**src/rtl/switches_pkg.sv**
```systemverilog
// Shared constants for the switches scan controller.
// Register indices, CTRL bit positions and scan FSM encoding.
package switches_pkg;

    localparam logic [1:0] ADDR_STABLE   = 2'd0;
    localparam logic [1:0] ADDR_CHANGED  = 2'd1;
    localparam logic [1:0] ADDR_IRQ_MASK = 2'd2;
    localparam logic [1:0] ADDR_CTRL     = 2'd3;

    localparam int CTRL_ENABLE  = 0;
    localparam int CTRL_TRIGGER = 1;

    typedef enum logic [1:0] {
        IDLE    = 2'd0,
        STROBE  = 2'd1,
        CAPTURE = 2'd2
    } scanState_e;

endpackage

```
**src/rtl/switch_debounce.sv**
```systemverilog
// Whole-word debouncer: a new value is accepted after DEBOUNCE_CNT
// consecutive identical samples; reports which bits flipped on acceptance.
module switch_debounce
    import switches_pkg::*;
#(
    parameter int DATA_W       = 32,
    parameter int DEBOUNCE_CNT = 4
) (
    input  logic              clk,
    input  logic              rst_n,
    input  logic [DATA_W-1:0] sample,
    input  logic              sampleValid,
    output logic [DATA_W-1:0] stable,
    output logic [DATA_W-1:0] changeSet
);

    localparam int CNT_W = $clog2(DEBOUNCE_CNT + 1);
    localparam logic [CNT_W-1:0] CNT_MAX = CNT_W'(DEBOUNCE_CNT);

    logic [DATA_W-1:0] cand;
    logic [DATA_W-1:0] nextCand;
    logic [CNT_W-1:0]  cnt;
    logic [CNT_W-1:0]  nextCnt;
    logic              accept;

    always_comb begin
        nextCand = cand;
        nextCnt  = cnt;
        if (sampleValid) begin
            if (sample != cand) begin
                nextCand = sample;
                nextCnt  = CNT_W'(1);
            end else if (cnt != CNT_MAX) begin
                nextCnt = cnt + 1'b1;
            end
        end
    end

    assign accept    = sampleValid && (nextCnt == CNT_MAX) && (nextCand != stable);
    assign changeSet = accept ? (nextCand ^ stable) : '0;

    always_ff @(posedge clk or negedge rst_n) begin
        if (!rst_n) begin
            cand   <= '0;
            cnt    <= '0;
            stable <= '0;
        end else begin
            cand <= nextCand;
            cnt  <= nextCnt;
            if (accept) begin
                stable <= nextCand;
            end
        end
    end

endmodule

```
**src/rtl/switches_scan_ctrl.sv**
```systemverilog
// Periodic switch scanner: strobes the switches peripheral, debounces the
// sampled word and exposes STABLE/CHANGED/IRQ_MASK/CTRL to the host.
module switches_scan_ctrl
    import switches_pkg::*;
#(
    parameter int DATA_W       = 32,
    parameter int SCAN_DIV     = 50000,
    parameter int DEBOUNCE_CNT = 4
) (
    input  logic              iClk,
    input  logic              iReset_n,
    output logic              oSw_chip_select_n,
    output logic              oSw_read_n,
    input  logic [DATA_W-1:0] iSw_data,
    input  logic              iChip_select_n,
    input  logic              iRead_n,
    input  logic              iWrite_n,
    input  logic [1:0]        iAddress,
    input  logic [31:0]       iWrite_data,
    output logic [31:0]       oRead_data,
    output logic              oIrq
);

    localparam int DIV_W = (SCAN_DIV > 2) ? $clog2(SCAN_DIV) : 1;
    localparam logic [DIV_W-1:0] DIV_MAX = DIV_W'(SCAN_DIV - 1);

    scanState_e        state;
    logic [DIV_W-1:0]  div;
    logic              pending;
    logic              enable;
    logic [DATA_W-1:0] changed;
    logic [DATA_W-1:0] irqMask;
    logic [DATA_W-1:0] stable;
    logic [DATA_W-1:0] changeSet;
    logic [DATA_W-1:0] w1c;
    logic              hostWr;
    logic              hostRd;
    logic              trigger;
    logic              tick;
    logic [31:0]       rdWord;

    assign hostWr  = !iChip_select_n && !iWrite_n;
    assign hostRd  = !iChip_select_n && !iRead_n && iWrite_n;
    assign trigger = hostWr && (iAddress == ADDR_CTRL) && iWrite_data[CTRL_TRIGGER];
    assign tick    = enable && (div == '0);
    assign w1c     = (hostWr && (iAddress == ADDR_CHANGED)) ? iWrite_data[DATA_W-1:0] : '0;

    switch_debounce #(
        .DATA_W      (DATA_W),
        .DEBOUNCE_CNT(DEBOUNCE_CNT)
    ) uDebounce (
        .clk        (iClk),
        .rst_n      (iReset_n),
        .sample     (iSw_data),
        .sampleValid(state == CAPTURE),
        .stable     (stable),
        .changeSet  (changeSet)
    );

    always_ff @(posedge iClk or negedge iReset_n) begin
        if (!iReset_n) begin
            div <= DIV_MAX;
        end else if (!enable || div == '0) begin
            div <= DIV_MAX;
        end else begin
            div <= div - 1'b1;
        end
    end

    // A new request at the same edge the FSM consumes one is kept.
    always_ff @(posedge iClk or negedge iReset_n) begin
        if (!iReset_n) begin
            state             <= IDLE;
            pending           <= 1'b0;
            oSw_chip_select_n <= 1'b1;
            oSw_read_n        <= 1'b1;
        end else begin
            if (tick || trigger) begin
                pending <= 1'b1;
            end else if (state == IDLE && pending) begin
                pending <= 1'b0;
            end
            case (state)
                IDLE: begin
                    if (pending) begin
                        state             <= STROBE;
                        oSw_chip_select_n <= 1'b0;
                        oSw_read_n        <= 1'b0;
                    end
                end
                STROBE: begin
                    state             <= CAPTURE;
                    oSw_chip_select_n <= 1'b1;
                    oSw_read_n        <= 1'b1;
                end
                CAPTURE: begin
                    state <= IDLE;
                end
                default: begin
                    state             <= IDLE;
                    oSw_chip_select_n <= 1'b1;
                    oSw_read_n        <= 1'b1;
                end
            endcase
        end
    end

    always_comb begin
        rdWord = '0;
        unique case (iAddress)
            ADDR_STABLE:   rdWord = 32'(stable);
            ADDR_CHANGED:  rdWord = 32'(changed);
            ADDR_IRQ_MASK: rdWord = 32'(irqMask);
            ADDR_CTRL:     rdWord = 32'(enable);
        endcase
    end

    always_ff @(posedge iClk or negedge iReset_n) begin
        if (!iReset_n) begin
            enable     <= 1'b0;
            irqMask    <= '0;
            changed    <= '0;
            oRead_data <= '0;
            oIrq       <= 1'b0;
        end else begin
            if (hostWr && iAddress == ADDR_CTRL) begin
                enable <= iWrite_data[CTRL_ENABLE];
            end
            if (hostWr && iAddress == ADDR_IRQ_MASK) begin
                irqMask <= iWrite_data[DATA_W-1:0];
            end
            changed <= (changed & ~w1c) | changeSet;
            if (hostRd) begin
                oRead_data <= rdWord;
            end
            oIrq <= |(changed & irqMask);
        end
    end

endmodule

```
**config.mk**
```make
export PLATFORM = sky130hd
export DESIGN_NAME = switches_scan_ctrl
export DESIGN_NICKNAME = d
export VERILOG_FILES = /design/src/rtl/switches_pkg.sv /design/src/rtl/switch_debounce.sv /design/src/rtl/switches_scan_ctrl.sv
export SDC_FILE = /design/constraint.sdc
export NUM_CORES = 1
export LEC_CHECK = 0
export CORE_MARGIN = 4
export CORE_UTILIZATION = 50
export DETAILED_ROUTE_END_ITERATION = 6
export GPL_ROUTABILITY_DRIVEN = 0
export PLACE_DENSITY = 0.76
export SLEW_MARGIN = 15
export SYNTH_ARGS = -nofsm -noshare
export SYNTH_HDL_FRONTEND = slang
export SYNTH_SLANG_ARGS = --single-unit
```
**constraint.sdc**
```tcl
create_clock -name iClk -period 2.9 [get_ports iClk]
set_input_delay 0.435 -clock iClk [delete_from_list [all_inputs] [get_ports iClk]]
set_output_delay 0.435 -clock iClk [all_outputs]
set_load 0.01 [all_outputs]
```
# After elaboration in Yosys (flattened, before gate mapping)
# Index checks and enable logic that the tools add are counted.
[word_totals]
register_bits = 185
output_inout_bits = 35
wordCells = 68
[op_classes]
add_sub_neg = 2
eq_ne = 10
mux = 15
bitwise = 6
n_reduce_logical = 23
[op_table]
columns = ["cell", "count"]
rows = [
  ["32-bit two-way mux", 4],
  ["32-bit case mux with 4 select lines", 1],
  ["32-bit bitwise AND", 2],
  ["32-bit inequality test", 2],
  ["32-bit inverter", 1],
  ["32-bit OR", 1],
  ["32-bit OR reduction", 1],
  ["32-bit bitwise XOR", 1],
  ["16-bit logical NOT", 1],
  ["16-bit two-way mux", 1],
  ["16-bit by 1-bit subtractor with 16-bit output (second input constant)", 1],
  ["1-bit logical AND", 11],
  ["3-bit two-way mux", 3],
  ["2-bit equality test (second input constant)", 3],
  ["2-bit by 1-bit equality test with 1-bit output (second input constant)", 2],
  ["1-bit logical NOT", 4],
  ["2-bit logical NOT", 2],
  ["2-bit case mux with 2 select lines", 1],
  ["3-bit by 1-bit adder with 3-bit output (second input constant)", 1],
  ["3-bit equality test (second input constant)", 1],
  ["1-bit two-way mux", 3],
  ["3-bit inequality test (second input constant)", 1],
  ["1-bit logical OR", 2],
  ["2-bit two-way mux", 1],
  ["5 further kinds", 5],
]

# Logic depth before layout (Yosys ltp)
# Gate-level depths: netlist of the first run.
[logic_depth]
word_depth = 9
ltp_mapped = 13
ltp_nobuf = 10

# Cells and area by module
# From an unflattened synthesis of the first run, not the netlist that was laid out.
[unflattened]
cells_unflattened = 781
hier_area_um2 = 8934.8
[by_module_without_submodules]
columns = ["module", "n_inst", "cells_per_inst", "area_each_um2"]
rows = [
  ["switches_scan_ctrl", 1, 498, 5312.6],
  ["switch_debounce", 1, 283, 3622.2],
]

# Worst setup path after synthesis of the first run
# No wires, ideal clock.
[synth_path]
path_type = "input to register"
start = "input iSw_data[13]"
end = "register uDebounce.stable[10]"
setup_ps = 125
arrival_time_ps = 2812
required_time_ps = 2775
path_slack_ps = -36
path_stages = 13
path_cell_list = "xnor2_1 > nand4_1 > nor4_2 > a21oi_2 > buf_6 > mux2_2 > xor2_1 > nor4_1 > nand4_1 > o21a_1 > buf_6 > buf_6 > mux2_2"
[synth_rtl]
columns = ["element", "line_no", "text"]
rows = [
  ["from (decl)", "switches_scan_ctrl.sv:14", "input logic [DATA_W-1:0] iSw_data,"],
  ["32-bit inequality test", "switch_debounce.sv:30", "if (sample != cand) begin"],
  ["32-bit two-way mux", "switch_debounce.sv:30", ""],
  ["32-bit two-way mux", "switch_debounce.sv:29", "if (sampleValid) begin"],
  ["via uDebounce.nextCand[29]", "switch_debounce.sv:21", "logic [DATA_W-1:0] nextCand;"],
  ["32-bit inequality test", "switch_debounce.sv:39", "assign accept = sampleValid && (nextCnt == CNT_MAX) && (nextCand != stable);"],
  ["1-bit logical AND", "switch_debounce.sv:39", ""],
  ["to (signal assigned)", "switch_debounce.sv:51", "stable <= nextCand;"],
  ["to (decl)", "switch_debounce.sv:13", "output logic [DATA_W-1:0] stable,"],
]
# The timed path passes the listed nets, and every way through them passes these cells.
# A chain may end at the register's enable or synchronous reset.

# Worst setup path in the final report of the first run
[layout_path]
start = "input iSw_data[22]"
end = "register uDebounce.stable[13]"
# Same word-level chain as after synthesis.

==> impl_metrics.csv, run 1 <==
group,metric,value,unit
run_status,result_of_the_run,"finished with violations",
run_status,failing_checks,"setup timing",
synth,seq_area_frac_synth,53.88,%
die,floorplan_row_count,47,
synth,yosys.cell_types.count,42,
global_routing,grt_first_pass_wirelength,38.14,mm
setup_path,critical_path.cell_chain,"clkdlybuf4s50_1 > xnor2_1 > nand4_1 > nor4_4 > a21oi_4 > buf_12 > buf_16 > mux2_2 > xor2_1 > nor4_1 > nand4_1 > o21a_4 > buf_12 > mux2_4",
die,dieHeight,139.3,µm
cells_and_area,syn_to_final_growth,31.03,%
clock_tree,tritoncts,"done",
detailed_routing,dr.pass1.iters,7,
detailed_routing,initialDrtViolationCount,559,
place,buffer_ports.inserted,105,
synth,synth_enable_flop_cells,0,
pwr,leakage,4.954,nW
sta,worst_slew_margin_relative_to_its_limit,46.42,%
hold_path,min_path_type,"in2async",
pwr,power,7.944,mW
setup_path,startpoint_type,"input pin",
cells_and_area,layout.filler_cells,1209,
setup_path,rrSetupSlack,-680,ps
die,io_pins,106,
sta,final.min_clock_period,3586,ps
global_routing,antenna_found_initial,0,
sta,rsz0062_at_grt,"true",
cells_and_area,postLayoutCellArea,11290,µm²
global_routing,first_global_vias,6732,
die,die_w,139.3,µm
setup_path,critical_path_arrival,3910,ps
flow_run,drv_cap,0,
setup_path,critical_path.top_delay_family,"buffers and inverters",
clock_tree,clock_pin_transition_on_the_worst_setup_and_hold_timing_paths,70,ps
global_routing,pin_count_of_the_biggest_net_entering_global_routing,81,
setup_path,critPathMaxFanout,7,
sta,finalMaxSlewViolations,0,
detailed_routing,finalWirelength,24.84,mm
detailed_routing,post-route-drc-count,0,
synth,synthesis.area_per_instance,11.74,µm²
sta,worst_slack,-686.4,ps
cells_and_area,drive_above_1_share,25.78,%
sta,fin_skew,7.393,ps
synth,synth_seq_cells,185,
synth,synth_warn,0,
synth,syn-instance-count,734,
place,place_ws,-1231,ps
pwr,cellPowerDensity,703.6,nW/µm²
global_routing,grt.total_usage,25.29,%
cells_and_area,utilization,67.36,%
synth,ys_async_sr_fraction,100.0,%
detailed_routing,ant_nets,0,
detailed_routing,post_detailed_route_wirelength_per_cell,22.17,µm
die,die_area,19400,µm²
cells_and_area,insertedDiodeCount,0,
sta,setup_tns,-41230,ps
sta,clock.fmax,0.2788,GHz
synth,syn_nets,809,
sta,report.final.hold_viol_count,0,
clock_tree,cts_max_path_buffers,2,
clock_tree,clk_latency,440,ps
pwr,vdd.ir_drop.worst,0.0005038,V
clock_tree,ctsHoldBuffers,0,
place,hpwlAfterDp,17.27,mm
clock_tree,ctsHtreeMaxLevel,4,
die,core_box_area,16760,µm²
setup_path,worstPathRequired,3220,ps
detailed_routing,dr_total_vias,6606,
setup_path,timing.critical_path.slowest_cell_delay,500,ps
sta,tightest_slew,796.4,ps
clock_tree,clock_sink_count,185,
setup_path,critical_path.n_buffers_inverters,4,
sta,fin_crit_sh,123.7,%
die,effective_utilization_at_floorplan,51.41,%
setup_path,endpoint_kind,"flop",
clock_tree,root_buffer,"clkbuf_16",
synth,syn-cell-area,8616,µm²
synth,commonest_register_cell_after_synthesis,"dfrtp_1",
clock_tree,cts_made_buffers,17,
setup_path,timing.setup.critical_path_class,"in2reg",
detailed_routing,route.detailed.vias_per_inst,5.898,
place,postPlaceCellArea,10270,µm²
cells_and_area,final_nets,962,
sta,setup_viol,64,
global_routing,global_route.overflow_total,0,
setup_path,slowest_stage_cell_cp,"clkdlybuf4s50_1",
## final cells by class
cell class	count	area (µm²)	share of cell area, %
Clock inverter	12	150.1	1.330
Sequential cell	185	4642	41.12
Multi-Input combinational cell	508	4001	35.44
Tap cell	220	275.3	2.438
Inverter	6	22.52	0.1995
Clock buffer	20	446.7	3.957
Timing Repair Buffer	169	1752	15.52
## synthesized netlist by cell type, types with 10 or more instances
| library cell | n | area [µm²] |
|---|---|---|
| nand2_1 | 44 | 165.2 |
| mux2_2 | 97 | 1092 |
| xor2_1 | 34 | 297.8 |
| mux2i_1 | 32 | 320.3 |
| xnor2_1 | 42 | 367.9 |
| a22o_1 | 34 | 297.8 |
| dfrtp_1 | 175 | 4379 |
| a21oi_1 | 65 | 325.3 |
| nand4_1 | 12 | 75.07 |
| nor2_1 | 74 | 277.8 |
| dfstp_2 | 10 | 262.8 |
| clkbuf_1 | 22 | 82.58 |
| a22oi_1 | 12 | 90.09 |
| nor4_1 | 13 | 81.33 |
## final timing paths
| check | from | to | depth (start not counted) |
|---|---|---|---|
| min in group iClk | iSw_data[25] | uDebounce.cand[25] | 2 |
| max | iSw_data[22] | uDebounce.stable[13] | 14 |
| min | iReset_n | uDebounce.cand[30] | 1 |
| min reg2reg | div[0] | div[0] | 1 |
| max in group asynchronous | iReset_n | div[3] | 2 |
| max reg2reg | uDebounce.cand[3] | uDebounce.stable[13] | 13 |
## routing by layer
layer	track usage [%]	vias to the layer above	share of wire, %
met5	0	-	0
met2	40.81	278	50
met1	33.21	3364	40
met3	5.901	51	6.2
li1	-	2913	-
met4	10.30	0	3.4
## cell families after synthesis
family	after synthesis	synth area share (%)
DFF	185	53.88
and+or+nand+nor	172	9.222
muxes	130	16.66
AOI/OAI and AO/OA	126	9.527
xor gates and xnor gates	76	7.726
buffers and inverters	41	2.411
adders and majority gates	4	0.5809
## stage by stage
| stage | hold slack [ps] | cells |
|---|---|---|
| after floorplan | 139.4 | 734 |
| after global placement | 448.1 | 1078 |
| after detailed placement | 454.4 | 1078 |
| after CTS | 74.46 | 1113 |
| after global routing | 99.55 | 1120 |
| final | 49.93 | 1120 |
## registers in the layout, indices dropped and copies added, names as in the netlist
name,flops
changed,32
irqMask,32
oRead_data,32
uDebounce.cand,32
uDebounce.stable,32
div,16
uDebounce.cnt,3
state,2
enable,1
oIrq,1
oSw_read_n,1
pending,1
## worst reg2reg max path, delay by kind of cell, from the launching register on
family                 cells  cell delay [ps]
flip-flops                 1              390
XOR/XNOR                   2              350
buffers and inverters      3              470
AO/OA/AOI/OAI              2              480
multiplexers               2              610
AND/OR/NAND/NOR            4             1170
## power breakdown
part | internal [mW] | total, mW | switching [mW]
clock | 1.38 | 2.39 | 1.01
combinational | 1.11 | 2.15 | 1.04
sequential | 3.03 | 3.41 | 0.382
total | 5.51 | 7.94 | 2.43
## repair_timing
action                     in CTS  in global routing
buffers inserted                1                  3
gates cloned                    2                  5
resized for setup              31                 14
pin swaps                       8                 14
setup endpoints to repair      64                 64
## placed cells by master, fill, tap and decap left out, types with 4 or more instances in the layout
cell type,n
nand2_1,44
ha_1,4
buf_12,8
inv_1,6
mux2i_1,32
clkinv_2,4
clkdlybuf4s50_1,91
buf_4,49
dfrtp_1,175
mux2_4,6
a22o_1,34
nor4_4,4
nor2_1,74
xnor2_2,6
dfstp_2,10
xnor2_1,36
nand3_1,7
a21oi_1,65
o21ai_0,4
mux2_2,91
nand4_1,12
xor2_2,9
nor3_1,4
clkbuf_16,22
xor2_1,25
a22oi_1,12
nor4_1,8
dlygate4sd2_1,9
No activity file was read; power rests on OpenSTA's default activity.
==> run 2, diff against run 1 <==
--- a/config.mk
+++ b/config.mk
@@ -9,6 +9,7 @@
 export CORE_UTILIZATION = 50
 export DETAILED_ROUTE_END_ITERATION = 6
 export GPL_ROUTABILITY_DRIVEN = 0
+export MAX_ROUTING_LAYER = met4
 export PLACE_DENSITY = 0.76
 export SLEW_MARGIN = 15
 export SYNTH_ARGS = -nofsm -noshare
==> impl_metrics.csv, run 2 (synthesis results as in run 1) <==
group,metric,value,unit
sta,worst_slack,-698.5,ps
setup_path,timing.critical_path.slowest_cell_delay,500,ps
run_status,failing_checks,"setup timing",
cells_and_area,insertedDiodeCount,0,
global_routing,first_global_vias,6705,
clock_tree,cts_made_buffers,17,
sta,finalMaxSlewViolations,0,
pwr,power,7.936,mW
cells_and_area,final_nets,962,
cells_and_area,utilization,67.36,%
sta,worst_slew_margin_relative_to_its_limit,47.78,%
detailed_routing,ant_nets,0,
global_routing,antenna_found_initial,0,
sta,hold-worst-slack,46.50,ps
cells_and_area,syn_to_final_growth,31.03,%
clock_tree,clk_latency,440,ps
place,place_ws,-1231,ps
place,numPlacedInstances,1078,
setup_path,critical_path.cell_chain,"clkdlybuf4s50_1 > xnor2_1 > nand4_1 > nor4_4 > a21oi_4 > buf_12 > buf_16 > mux2_2 > xor2_1 > nor4_1 > nand4_1 > o21a_4 > buf_12 > mux2_4",
cells_and_area,leading_cell_type_in_the_layout_fill_and_taps_excluded,"dfrtp_1",
setup_path,endpoint_kind,"flop",
die,dieHeight,139.3,µm
sta,fin_crit_sh,124.1,%
clock_tree,root_buffer,"clkbuf_16",
cells_and_area,drive_above_1_share,25.78,%
place,buffer_ports.inserted,105,
detailed_routing,post-route-drc-count,0,
cells_and_area,commonest_cells_after_routing_fill_and_taps_aside,"dfrtp_1, mux2_2, clkdlybuf4s50_1",
clock_tree,tritoncts,"done",
sta,rsz0062_at_grt,"true",
sta,clock.fmax,0.2779,GHz
clock_tree,clock_pin_transition_on_the_worst_setup_and_hold_timing_paths,70,ps
die,core_box_area,16760,µm²
cells_and_area,fin_cells,1120,
place,postPlaceCellArea,10270,µm²
sta,report.final.hold_viol_count,0,
setup_path,timing.setup.critical_path_class,"in2reg",
detailed_routing,finalWirelength,24.77,mm
detailed_routing,dr.pass1.iters,5,
clock_tree,cts_max_path_buffers,2,
sta,setup_viol,64,
pwr,cellPowerDensity,702.9,nW/µm²
die,io_pins,106,
detailed_routing,post_detailed_route_wirelength_per_cell,22.12,µm
global_routing,pin_count_of_the_biggest_net_entering_global_routing,81,
sta,fin_skew,10.03,ps
detailed_routing,dr_total_vias,6590,
die,die_w,139.3,µm
setup_path,critical_path_arrival,3920,ps
run_status,result_of_the_run,"finished with violations",
global_routing,global_route.overflow_total,0,
place,hpwlAfterDp,17.27,mm
pwr,leakage,4.954,nW
sta,final.min_clock_period,3598,ps
hold_path,min_path_type,"in2async",
clock_tree,clock_sink_count,185,
die,die_area,19400,µm²
setup_path,critPathMaxFanout,7,
detailed_routing,route.detailed.vias_per_inst,5.884,
global_routing,grt.total_usage,26.11,%
setup_path,worstPathRequired,3220,ps
die,effective_utilization_at_floorplan,51.41,%
setup_path,slowest_stage_cell_cp,"clkdlybuf4s50_1",
sta,tightest_slew,783.3,ps
flow_run,drv_cap,0,
clock_tree,ctsHtreeMaxLevel,4,
global_routing,grt_first_pass_wirelength,38.15,mm
die,floorplan_row_count,47,
pwr,vdd.ir_drop.worst,0.0005016,V
sta,setup_tns,-42140,ps
setup_path,startpoint_type,"input pin",
detailed_routing,initialDrtViolationCount,557,
cells_and_area,postLayoutCellArea,11290,µm²
run 2: cell counts in the layout (fill, tap and decap cells not counted):
No cell type changed its count.
run 2: worst paths after layout:
path	endpoint	depth (start not counted)	from	slack, ps
max in group asynchronous	div[9]	2	iReset_n	2000
worst max-delay path	uDebounce.stable[13]	14	iSw_data[22]	-700
worst max register to register	uDebounce.stable[13]	14	uDebounce.cand[25]	-680
worst min register to register	div[0]	1	div[0]	480
worst min-delay path	uDebounce.cand[30]	1	iReset_n	50
min in group iClk	uDebounce.cand[25]	2	iSw_data[25]	400
run 2: worst max-delay path: cells and delay by family:
| kind | cells | cell delay (ps) |
|---|---|---|
| buf+inv | 4 | 960 |
| simple gates | 4 | 950 |
| mux | 2 | 600 |
| xor+xnor | 2 | 460 |
| compound gates | 2 | 480 |
run 2: layer usage:
| metal | share of wire [%] | GRT usage (%) |
|---|---|---|
| met4 | 3.4 | 10.40 |
| met3 | 6.9 | 5.489 |
| met5 | 0 | - |
| met2 | 50 | 40.61 |
| met1 | 40 | 33.78 |
run 2: timing repair:
action / CTS / global route
resized for setup: 31 / 14
endpoints found under the setup margin: 64 / 64
setup buffers: 1 / 3
cloned: 2 / 5
pin swaps: 8 / 14
hold buffers: 0 / 0
run 2: where the power goes:
group          internal, mW  switching (mW)  leakage (nW)
clock                  1.38            1.00         0.286
sequential             3.03           0.381          2.33
combinational          1.11            1.04          2.34
run 2: final cells by class:
class,instances,area [µm²]
clock buffer,20,446.7
clock inverter,12,150.1
fill,1209,5470
inverter,6,22.52
multi-input combinational,508,4001
sequential,185,4642
tap,220,275.3
timing repair buffer,169,1752
==> run 3, diff against run 2 <==
--- a/config.mk
+++ b/config.mk
@@ -5,7 +5,7 @@
 export SDC_FILE = /design/constraint.sdc
 export NUM_CORES = 1
 export LEC_CHECK = 0
-export CORE_MARGIN = 4
+export CAP_MARGIN = 20
 export CORE_UTILIZATION = 50
 export DETAILED_ROUTE_END_ITERATION = 6
 export GPL_ROUTABILITY_DRIVEN = 0
==> constraint.sdc (replaced) <==
create_clock -name iClk -period 2.9 [get_ports iClk]
set_input_delay 0.58 -clock iClk [delete_from_list [all_inputs] [get_ports iClk]]
set_output_delay 0.58 -clock iClk [all_outputs]
set_load 0.01 [all_outputs]
==> impl_metrics.csv, run 3 (synthesis results as in run 1) <==
group,metric,value,unit
cells_and_area,syn_to_final_growth,31.57,%
sta,final.min_clock_period,3583,ps
place,hpwlAfterDp,17.14,mm
setup_path,r2r_start,"uDebounce.cand[3]",
run_status,failing_checks,"setup timing",
clock_tree,cts_made_buffers,17,
setup_path,critical_path_arrival,3910,ps
clock_tree,root_buffer,"clkbuf_16",
pwr,power_report.internal_total,5.327,mW
detailed_routing,dr_total_vias,6796,
global_routing,pin_count_of_the_biggest_net_entering_global_routing,81,
sta,worst_slew_margin_relative_to_its_limit,45.46,%
pwr,net-switching-power,2.508,mW
setup_path,worstPathRequired,3230,ps
detailed_routing,post-route-drc-count,0,
place,postPlaceCellArea,10270,µm²
global_routing,antenna_found_initial,1,
detailed_routing,finalWirelength,25.61,mm
die,io_pins,106,
sta,setup_tns,-41370,ps
setup_path,rrSetupSlack,-680,ps
detailed_routing,initialDrtViolationCount,577,
setup_path,slowest_stage_cell_cp,"dfrtp_1",
sta,tightest_slew,814.2,ps
pwr,cellPowerDensity,691.2,nW/µm²
setup_path,critical_path.top_delay_family,"simple AND/OR/NAND/NOR gates",
sta,clock.fmax,0.2791,GHz
clock_tree,cts_max_path_buffers,2,
setup_path,critical_path.n_buffers_inverters,4,
setup_path,r2r_end,"uDebounce.stable[12]",
setup_path,endpoint_kind,"flop",
clock_tree,tritoncts,"done",
detailed_routing,dr.pass1.iters,5,
die,effective_utilization_at_floorplan,51.59,%
sta,finalMaxSlewViolations,0,
global_routing,global_route.overflow_total,0,
place,buffer_ports.inserted,105,
pwr,leakage,5.015,nW
die,die_area,17760,µm²
setup_path,worst-r2r-cell-count,14,
pwr,switching_share,32.01,%
clock_tree,clk_latency,450,ps
cells_and_area,final_nets,970,
clock_tree,clock_sink_count,185,
hold_path,min_path_type,"in2async",
global_routing,grt_first_pass_wirelength,39.61,mm
sta,worst_slack,-682.6,ps
die,dieHeight,133.3,µm
pwr,vdd.ir_drop.worst,0.0005281,V
detailed_routing,ant_nets,0,
detailed_routing,route.detailed.vias_per_inst,6.019,
sta,setup_viol,64,
die,floorplan_row_count,47,
clock_tree,clock_pin_transition_on_the_worst_setup_and_hold_timing_paths,70,ps
setup_path,critPathMaxFanout,6,
global_routing,first_global_vias,6967,
die,die_w,133.3,µm
setup_path,critical_path.cell_chain,"xnor2_2 > nand4_1 > nor4_4 > a21oi_4 > buf_12 > buf_6 > mux2_2 > xor2_1 > nor4_2 > nand4_1 > o21a_4 > buf_12 > clkbuf_16 > mux2_2",
detailed_routing,post_detailed_route_wirelength_per_cell,22.68,µm
sta,rsz0062_at_grt,"true",
global_routing,grt.total_usage,30.75,%
pwr,combPwrFrac,27.8,%
flow_run,drv_cap,0,
die,core_box_area,16700,µm²
setup_path,startpoint_type,"flop",
cells_and_area,drive_above_1_share,26.87,%
cells_and_area,postLayoutCellArea,11340,µm²
sta,fin_crit_sh,123.5,%
setup_path,worstSetupStartpoint,"uDebounce.cand[3]",
sta,fin_skew,8.321,ps
clock_tree,ctsHtreeMaxLevel,4,
setup_path,timing.setup.critical_path_class,"reg2reg",
sta,report.final.hold_viol_count,0,
pwr,power_frac_clock,28.5,%
pwr,sequentialPowerShare,43.7,%
run_status,result_of_the_run,"finished with violations",
cells_and_area,leading_cell_type_in_the_layout_fill_and_taps_excluded,"dfrtp_1",
setup_path,timing.critical_path.slowest_cell_delay,410,ps
cells_and_area,commonest_cells_after_routing_fill_and_taps_aside,"dfrtp_1, mux2_2, nor2_1",
## run 3: cell types whose count changed in the layout (fill, tap and decap cells not counted), moves of 3 or more
| cell | previous run | this run |
|---|---|---|
| dlygate4sd2_1 | 9 | 29 |
| xor2_1 | 25 | 29 |
| buf_6 | 1 | 6 |
| clkdlybuf4s50_1 | 91 | 71 |
| buf_12 | 8 | 11 |
| xor2_4 | 0 | 3 |
| dlymetal6s2s_1 | 3 | 0 |
| xnor2_2 | 6 | 11 |
| xor2_2 | 9 | 2 |
| clkbuf_16 | 22 | 19 |
| xnor2_1 | 36 | 31 |
## run 3: worst max-delay path by stage
stage / to / slack, ps / cells past startpoint
final: uDebounce.stable[12] / -680 / 14
after global routing: uDebounce.stable[12] / -810 / 14
after CTS: uDebounce.stable[15] / -560 / 13
after detailed placement: uDebounce.stable[18] / -1300 / 13
after global placement: uDebounce.stable[8] / -1220 / 13
after floorplan: uDebounce.stable[10] / -180 / 13
## run 3: what timing repair did
item                                   CTS  global route
setup endpoints to repair               64            64
buffers inserted                         9             3
endpoints found under the hold margin    0             0
cloned                                   3             3
resized for setup                       70            18
hold buffers                             0             0
pin swaps                               24            10
## run 3: final cells by class
cell class	instances	area, µm²
Tap cell	220	275.3
Multi-Input combinational cell	508	4049
Sequential cell	185	4642
Antenna cell	1	2.502
Clock buffer	18	429.2
Inverter	6	22.52
Clock inverter	14	125.1
Timing Repair Buffer	177	1790
Fill cell	1205	5365
## run 3: stage by stage
stage          instances  util (%)  setup slack [ps]  total power [mW]  hold slack (ps)
2_1_floorplan        734         -            -181.4             4.352            284.4
3_3_place_gp        1079     61.48             -1218             5.316            446.4
3_5_place_dp        1079     61.48             -1297             5.393            450.8
4_1_cts             1123     66.96            -559.9             7.736            214.7
5_1_grt             1129     67.88            -807.4             8.145            240.7
6_report            1129     67.88            -682.6             7.835            186.3
## run 3: worst register-to-register path: stages (launching register included)
cell,delay [ps]
dfrtp_1,410
xnor2_2,190
nand4_1,190
nor4_4,380
a21oi_4,140
buf_12,170
buf_6,130
mux2_2,320
xor2_1,190
nor4_2,350
nand4_1,160
o21a_4,270
buf_12,140
clkbuf_16,160
mux2_2,270
## run 3: routing by layer
layer  track usage, %  part of all wire, %  vias to the layer above
met5                -                    0                        -
met2            47.45                   49                      343
met4            13.19                  3.5                        0
met3            6.659                  7.2                       68
li1                 -                    -                     2935
met1            39.23                   41                     3450
## run 3: power groups by stage
stage,logic [mW],registers (mW),clock network [mW]
after CTS,2.09,3.40,2.25
after floorplan,0.988,3.36,0
after global routing,2.31,3.47,2.37
after global placement,1.92,3.39,0
after detailed placement,1.97,3.43,0
final,2.17,3.43,2.23
